## config.mk

```make
export PLATFORM = sky130hd
export DESIGN_NAME = sme_job_feeder
export DESIGN_NICKNAME = d
export VERILOG_FILES = /design/src/rtl/sme_job_feeder.sv
export SDC_FILE = /design/constraint.sdc
export NUM_CORES = 1
export LEC_CHECK = 0
export CORE_ASPECT_RATIO = 0.7
export CORE_UTILIZATION = 30
export DETAILED_ROUTE_END_ITERATION = 10
export SYNTH_ARGS = -nofsm -noshare
export SYNTH_HDL_FRONTEND = slang
export SYNTH_SLANG_ARGS = --single-unit
```

## constraint.sdc

```tcl
create_clock -name clk -period 3.5 [get_ports clk]
set_input_delay 0.525 -clock clk [delete_from_list [all_inputs] [get_ports clk]]
set_output_delay 0.525 -clock clk [all_outputs]
set_load 0.01 [all_outputs]
```

## src/rtl/sme_job_feeder.sv

```systemverilog
// sme_job_feeder: buffers one host job (optional string, then pattern) and replays it to the
// string matcher as contiguous bursts, returning the matcher result through a held handshake.
module sme_job_feeder #(
    parameter int STR_MAX = 32,
    parameter int PAT_MAX = 8,
    parameter int TIMEOUT = 255,
    parameter int TW      = 8
) (
    input  logic       clk,
    input  logic       reset,
    input  logic       in_valid,
    output logic       in_ready,
    input  logic [7:0] in_data,
    input  logic       in_kind,
    input  logic       in_last,
    output logic [7:0] chardata,
    output logic       isstring,
    output logic       ispattern,
    input  logic       sme_valid,
    input  logic       sme_match,
    input  logic [4:0] sme_index,
    output logic       res_valid,
    input  logic       res_ready,
    output logic       res_match,
    output logic [4:0] res_index,
    output logic [1:0] res_status
);
    localparam int SW = $clog2(STR_MAX + 1);
    localparam int PW = $clog2(PAT_MAX + 1);
    localparam int SA = $clog2(STR_MAX);
    localparam int PA = $clog2(PAT_MAX);
    localparam logic [SW-1:0] SMAX = SW'(STR_MAX);
    localparam logic [PW-1:0] PMAX = PW'(PAT_MAX);
    localparam logic [TW-1:0] TMAX = TW'(TIMEOUT);

    typedef enum logic [2:0] {IDLE, LOAD, SEND_S, SEND_P, WAIT, RESULT} state_t;
    state_t state, state_n;

    logic [7:0]    str_buf [STR_MAX];
    logic [7:0]    pat_buf [PAT_MAX];
    logic [SW-1:0] str_cnt, idx;
    logic [PW-1:0] pat_cnt, pat_cnt_n;
    logic [TW-1:0] timer;
    logic          str_loaded, str_job, trunc;
    logic          res_m;
    logic [4:0]    res_i;
    logic [1:0]    res_s;
    logic          take, take_s, take_p, str_ok, pat_ok, str_job_n, bad_job, str_end, pat_end;

    // String bytes arriving after any pattern byte are accepted but discarded.
    always_comb begin
        take      = state == LOAD && in_valid;
        take_s    = take && !in_kind && pat_cnt == '0;
        take_p    = take && in_kind;
        str_ok    = take_s && (!str_job || str_cnt < SMAX);
        pat_ok    = take_p && pat_cnt < PMAX;
        str_job_n = str_job || take_s;
        pat_cnt_n = pat_cnt + PW'(pat_ok);
        bad_job   = pat_cnt_n == '0 || (!str_job_n && !str_loaded);
        str_end   = idx == str_cnt - SW'(1);
        pat_end   = idx == SW'(pat_cnt - PW'(1));
    end

    always_ff @(posedge clk or posedge reset) begin
        if (reset) state <= IDLE;
        else state <= state_n;
    end

    always_comb begin
        state_n = state;
        case (state)
            IDLE:    state_n = LOAD;
            LOAD:    if (take && in_last) state_n = bad_job ? RESULT : str_job_n ? SEND_S : SEND_P;
            SEND_S:  if (str_end) state_n = SEND_P;
            SEND_P:  if (pat_end) state_n = WAIT;
            WAIT:    if (sme_valid || timer == TMAX) state_n = RESULT;
            RESULT:  if (res_ready) state_n = IDLE;
            default: state_n = IDLE;
        endcase
    end

    always_comb begin
        in_ready   = state == LOAD;
        isstring   = state == SEND_S;
        ispattern  = state == SEND_P;
        chardata   = isstring ? str_buf[idx[SA-1:0]] : ispattern ? pat_buf[idx[PA-1:0]] : 8'h00;
        res_valid  = state == RESULT;
        res_match  = res_valid & res_m;
        res_index  = res_valid ? res_i : 5'd0;
        res_status = res_valid ? res_s : 2'b00;
    end

    always_ff @(posedge clk) begin
        if (str_ok) str_buf[str_job ? str_cnt[SA-1:0] : '0] <= in_data;
        if (pat_ok) pat_buf[pat_cnt[PA-1:0]] <= in_data;
    end

    always_ff @(posedge clk or posedge reset) begin
        if (reset) begin
            str_cnt    <= '0;
            pat_cnt    <= '0;
            idx        <= '0;
            timer      <= '0;
            str_loaded <= 1'b0;
            str_job    <= 1'b0;
            trunc      <= 1'b0;
            res_m      <= 1'b0;
            res_i      <= '0;
            res_s      <= '0;
        end else begin
            if (str_ok) str_cnt <= (str_job ? str_cnt : '0) + SW'(1);
            if (take_s) str_job <= 1'b1;
            if ((take_s && !str_ok) || (take_p && !pat_ok)) trunc <= 1'b1;
            pat_cnt <= pat_cnt_n;
            idx     <= state_n != state ? '0 : idx + SW'(1);
            timer   <= state == WAIT ? timer + TW'(1) : '0;
            if (state == SEND_S) str_loaded <= 1'b1;
            if (state == LOAD && state_n == RESULT) {res_m, res_i, res_s} <= {1'b0, 5'd0, 2'b11};
            if (state == WAIT && sme_valid) {res_m, res_i, res_s} <= {sme_match, sme_index, trunc, 1'b0};
            else if (state == WAIT && timer == TMAX) {res_m, res_i, res_s} <= {1'b0, 5'd0, 2'b01};
            // The string buffer and str_loaded survive so a pattern-only job can reuse them.
            if (state == RESULT && res_ready) begin
                pat_cnt <= '0;
                trunc   <= 1'b0;
                str_job <= 1'b0;
            end
        end
    end
endmodule

```

======== Word level (Yosys, flattened, before mapping) ========
Memory sizes are Yosys's and may differ from the RTL's.
Index checks and enable logic that the tools add are counted.
Widths: inputs -> output; s select.
storage, ports and cells
  output and inout bits ................... 20
  register bits after elaboration ......... 38
  memories kept ........................... 2
  bits in writable memories ............... 320
cells by class
  add/sub/neg operators ................... 6
  multiplexer cells ....................... 34
  reduce and logical (&&, ||, !) cells .... 31
  eq/ne operators ......................... 10
  magnitude comparators ................... 2
  bitwise gates (word level) .............. 1
memory list
  name     depth  bits a word  read ports  clocked after Yosys merged registers in  write ports  RTL line  RTL
  str_buf  32     8            1           0                                        1            39        logic [7:0] str_buf [STR_MAX];
  pat_buf  8      8            1           0                                        1            40        logic [7:0] pat_buf [PAT_MAX];
operator list
  cell                 count
  $mux 5               5
  $mux 8               3
  $mux 3               6
  $pmux 3 s6           1
  $logic_and 1x1->1    14
  $add 6x1->6 const B  2
  $eq 6x6->1           2
  $mux 1               12
  $mux 6               2
  $eq 3x3->1 const B   3
  $add 8x1->8 const B  1
  $eq 8x8->1 const B   1
  $logic_not 4->1      2
  $mux 2               4
  $eq 3x2->1 const B   2
  $logic_not 1->1      6
  $lt 6x6->1 const B   1
  $sub 6x1->6 const B  1
  $logic_or 1x1->1     5
  $sub 4x1->5 const B  1
  $add 4x1->4          1
  $lt 4x4->1 const B   1
  $mux 4               1
  $reduce_bool 2->1    2
  other kinds (5)      5

======== Depth between registers and ports, before layout ========
  depth after elaboration ................. 16
  mapped depth ............................ 12

======== Worst setup path after synthesis ========
No wires, ideal clock.
  path kind ............................... register to register
  from .................................... register state[0]
  to ...................................... register idx[5]
  cell stages (with the launch flop) ...... 12
  arrival time ............................ 2.820 ns
  buffers on the path ..................... 1
  setup slack ............................. 0.592 ns
  cells stage by stage .................... dfrtp_1 buf_2 nor3b_1 and4b_1 ha_1 ha_1 nor2_1 o211a_1 o21ai_0 o311ai_0 mux2_2 nor3b_1
between the ends
  longest elaborated chain between the ends .. 13
RTL lines
  item                                                 RTL line  RTL
  start, declared                                      37        state_t state, state_n;
  start signal, assigned                               66        else state <= state_n;
  $eq 3x1->1 *                                         -
  via in_ready                                         12        output logic in_ready,
  branches (longest 9 deep; another with $add 4x1->4)  -
  $pmux 3 s6 *                                         71        case (state)
  $ne 3x3->1 *                                         115       idx <= state_n != state ? '0 : idx + SW'(1);
  $mux 6 *                                             115
  end signal, assigned                                 115
  end, declared                                        41        logic [SW-1:0] str_cnt, idx;
Mark *: on every way through the listed nets, which the timed path passes.
A chain may end at the register's enable or synchronous reset.

======== Worst setup path after layout ========
  from .................................... register idx[0]
  to ...................................... output chardata[4]
between the ends
  longest elaborated chain between the ends .. 3
RTL lines
  item                                                  RTL line  RTL
  branches (longest 2 deep; another with $mem_v2 32x8)  -
  $mux 8 *                                              86        chardata = isstring ? str_buf[idx[SA-1:0]] : ispattern ? pat_buf[idx[PA-1:0]] : 8'h00;
  end, declared                                         16        output logic [7:0] chardata,
Every way passes the cells marked *.

==> results.md <==
| Quantity | Value |
|:---|:---|
| Combined area of the multi-input logic cells | 3920 sq um |
| Slew Limit Fails | 0 |
| Main flop type after synthesis | sky130_fd_sc_hd__edfxtp_1 |
| Largest net degree at the start of global routing | 41 |
| Clock Latency Late Sink | 0.59 ns |
| Grt total ovfl | 0 |
| Nature of the critical path startpoint | flip-flop |
| Routed wire length per instance | 21.6 um |
| Maximum frequency from static timing analysis | 273 MHz |
| Violated checks | setup timing |
| Sequential cell area | 10,600 sq um |
| Reg-to-Reg Start | state[2]$_DFF_PP0_ |
| Post-route DRC | 0 |
| CTS tree | built |
| Count of final setup violators | 8 |
| Unrepaired setup endpoints after global routing | yes |
| Mapped Avg Cell Area | 19.0 sq um |
| Violation count after the first detailed-route iteration | 714 |
| Hold Vio Cnt, Final | 0 |
| Effective utilization at floorplan | 30.5% |
| Filler cell count | 4,440 |
| Global placement routability congestion | 0.797 |
| Run status | complete, but fails checks |
| Yosys warning total | 0 |
| DIE HEIGHT | 187 um |
| Overall power consumption | 0.0118 W |
| Via density per instance | 4.92 |
| Final period util | 105% |
| Num CTS Buffers | 31 |
| Worst clock skew | 0.0161 ns |
| Sum of buffers and inverters on the critical path | 3 |
| Slew HR | 46.4% |
| Number of detailed-route iterations in the first pass | 5 |
| Count of port buffers added during placement | 40 |
| Via count of the first global-routing pass | 7,691 |
| Synth Net Count | 807 |
| Total number of vias | 7,775 |
| Min Clock Period, post-route | 3.66 ns |
| Required time reported for the critical path endpoint | 2.97 ns |
| P_leak | 5.73 nW |
| Sort of element at the end of the critical path | output pin |
| Final antenna diode count | 0 |
| HPWL after detailed placement | 21,900 um |
| Number of enable-type register cells in the synthesized netlist | 320 |
| Ratio of total power to cell area | 672 nW/um^2 |
| Flops & latches, synth | 358 |
| Post-route cell area | 17,600 sq um |
| Count of clock tree sinks | 358 |
| Post-placement cell area | 16,400 sq um |
| Rows | 67 |
| Mapped cell area | 14,700 sq um |
| Clock Path Buffers | 3 |
| Aggregate global-route resource usage | 13.9% |
| Path class of the lowest-slack min-delay path | in2async |
| Crit path cell chain | buf_6, buf_6, mux4_2, mux4_2, nor2b_4, a211oi_4, a211oi_2, buf_2 |
| Fin nets | 937 |
| Slew at the pin closest to its max-slew limit | 0.801 ns |
| Register-to-register setup slack | 0.53 ns |
| CTS H-tree lvls | 1 |
| Most common cell after layout, fill and taps aside | sky130_fd_sc_hd__edfxtp_1 |
| Fraction of final layout cells sized beyond drive strength 1 | 28.7% |
| Clock root cell | sky130_fd_sc_hd__clkbuf_16 |
| Wire length reported by the detailed router | 34,200 um |
| Wire length of the first global-routing pass | 51,400 um |
| Overall die area | 49,900 sq um |
| Leading cell types in the layout, fill and taps excluded | sky130_fd_sc_hd__edfxtp_1, sky130_fd_sc_hd__mux4_2, sky130_fd_sc_hd__buf_4 |
| VDD IR-drop max | 371 uV |
| Top delay family on crit path | multiplexers |
| CP max stage cell | sky130_fd_sc_hd__mux4_2 |
| Number of maximum-capacitance constraint violations | 0 |
| Delay of the slowest cell on the worst path | 0.57 ns |
| Clock transition at the registers of the reported paths | 0.07 ns |
| Post-synthesis cell count | 775 |
| Sequential share of the synthesized area | 71.8% |
| CP Class | reg2out |
| End of the worst register-to-register path | idx[0]$_DFF_PP0_ |
| Data arrival at the endpoint of the critical path | 3.14 ns |
| Final Worst Setup Slack | -0.163 ns |
| Proportion of register bits with asynchronous set or reset after synthesis | 10.6% |
| Area growth from synthesis to layout | 19.9% |
| Top-level I/O count | 41 |
| Die Wd | 267 um |
| Largest driver fanout on the critical path | 7 |
| Residual antenna-violating net count after detailed routing | 0 |
| Logic depth of the worst register-to-register path | 10 |
| Synth unique cells | 54 |
| Area of the core | 48,100 sq um |
| Initial antenna violation count | 0 |
## logic make-up (layout without fill, tap and decap cells)
| logic type | Yosys count | after routing | share of synthesized area [%] |
|---|---|---|---|
| AND/OR/NAND/NOR | 161 | 161 | 5.24 |
| XOR/XNOR | 23 | 23 | 1.37 |
| multiplexers | 105 | 105 | 15.4 |
| buffers and inverters | 55 | 206 | 1.97 |
| flip-flops | 358 | 358 | 71.8 |
| adder cells (fa/ha/maj) | 11 | 11 | 0.936 |
| AO/OA/AOI/OAI | 62 | 62 | 3.29 |
## per-layer routing
metal  GRT usage (%)  vias to the layer above  part of all wire [%]
met3            3.63                       44                   9.0
met1            21.7                     4044                    47
met4            2.59                        0                   1.7
met2            19.4                      312                    42
met5               0                        -                     0
li1                -                     3375                     -
## what timing repair did
action / 4_1_cts / 5_1_grt
gates resized for setup: 57 / 5
pin swaps: 7 / 9
gates cloned: 4 / 0
setup endpoints to repair: 8 / 8
hold buffers: 0 / 0
setup buffers: 14 / 1
## cells in the mapped netlist (11+ instances only)
cell type	instances	area, sq um
sky130_fd_sc_hd__edfxtp_1	320	9610
sky130_fd_sc_hd__mux4_2	95	2140
sky130_fd_sc_hd__nor2_1	64	240
sky130_fd_sc_hd__dfrtp_1	38	951
sky130_fd_sc_hd__nand2_1	27	101
sky130_fd_sc_hd__xnor2_1	16	140
sky130_fd_sc_hd__nand3_1	15	75.1
sky130_fd_sc_hd__nor2b_1	15	93.8
sky130_fd_sc_hd__inv_1	13	48.8
sky130_fd_sc_hd__buf_2	12	60.1
sky130_fd_sc_hd__ha_1	11	138
## flip-flops by register name, indices dropped and copies added (netlist names)
name        flops
str_buf       256
str_cnt         6
state           3
str_job         1
timer           8
res_m           1
pat_cnt         4
res_s           2
idx             6
trunc           1
pat_buf        64
res_i           5
str_loaded      1
## layout make-up
cell class | instances | area share (%)
Inverter | 13 | 0.277
Tap cell | 655 | 4.65
Clock inverter | 17 | 0.824
Multi-Input combinational cell | 362 | 22.3
Clock buffer | 37 | 4.53
Timing Repair Buffer | 139 | 7.48
Sequential cell | 358 | 60.0
## worst reg2reg max path: stages, from the launching register on
cell,delay [ns]
sky130_fd_sc_hd__dfrtp_1,0.49
sky130_fd_sc_hd__nor3b_1,0.31
sky130_fd_sc_hd__and4b_1,0.30
sky130_fd_sc_hd__ha_1,0.21
sky130_fd_sc_hd__ha_1,0.17
sky130_fd_sc_hd__xnor2_1,0.09
sky130_fd_sc_hd__o211a_1,0.17
sky130_fd_sc_hd__o21ai_0,0.24
sky130_fd_sc_hd__o311ai_0,0.23
sky130_fd_sc_hd__mux2_2,0.38
sky130_fd_sc_hd__nor3b_1,0.28
## stage by stage
stage          setup slack [ns]  util, %  hold slack (ns)  setup TNS (ns)  instances
3_3_place_gp            -0.0172     34.0            0.439         -0.0172       1510
3_5_place_dp            -0.0200     34.0            0.459         -0.0200       1510
4_1_cts                  -0.183     36.6            0.360           -1.18       1581
2_1_floorplan             0.592        -            0.425               0        775
6_report                 -0.163     36.6            0.363          -0.937       1581
5_1_grt                  -0.243     36.6            0.403           -1.65       1581
## power breakdown
part	total, W	switching [W]	internal (W)	leakage [nW]
clock network	0.00329	0.00152	0.00177	0.458
logic	0.00348	0.00173	0.00176	1.91
registers	0.00506	0.000237	0.00482	3.37
total	0.0118	0.00349	0.00835	5.73
## worst max-delay path by stage
stage,from,end,cells after the start
after floorplan,state[0]$_DFF_PP0_,idx[5]$_DFF_PP0_,11
after global placement,idx[0]$_DFF_PP0_,chardata[4],7
after detailed placement,idx[0]$_DFF_PP0_,chardata[4],7
after CTS,idx[0]$_DFF_PP0_,chardata[4],9
after global routing,idx[0]$_DFF_PP0_,chardata[4],8
final,idx[0]$_DFF_PP0_,chardata[4],8
(Power assumes the default switching activity.)
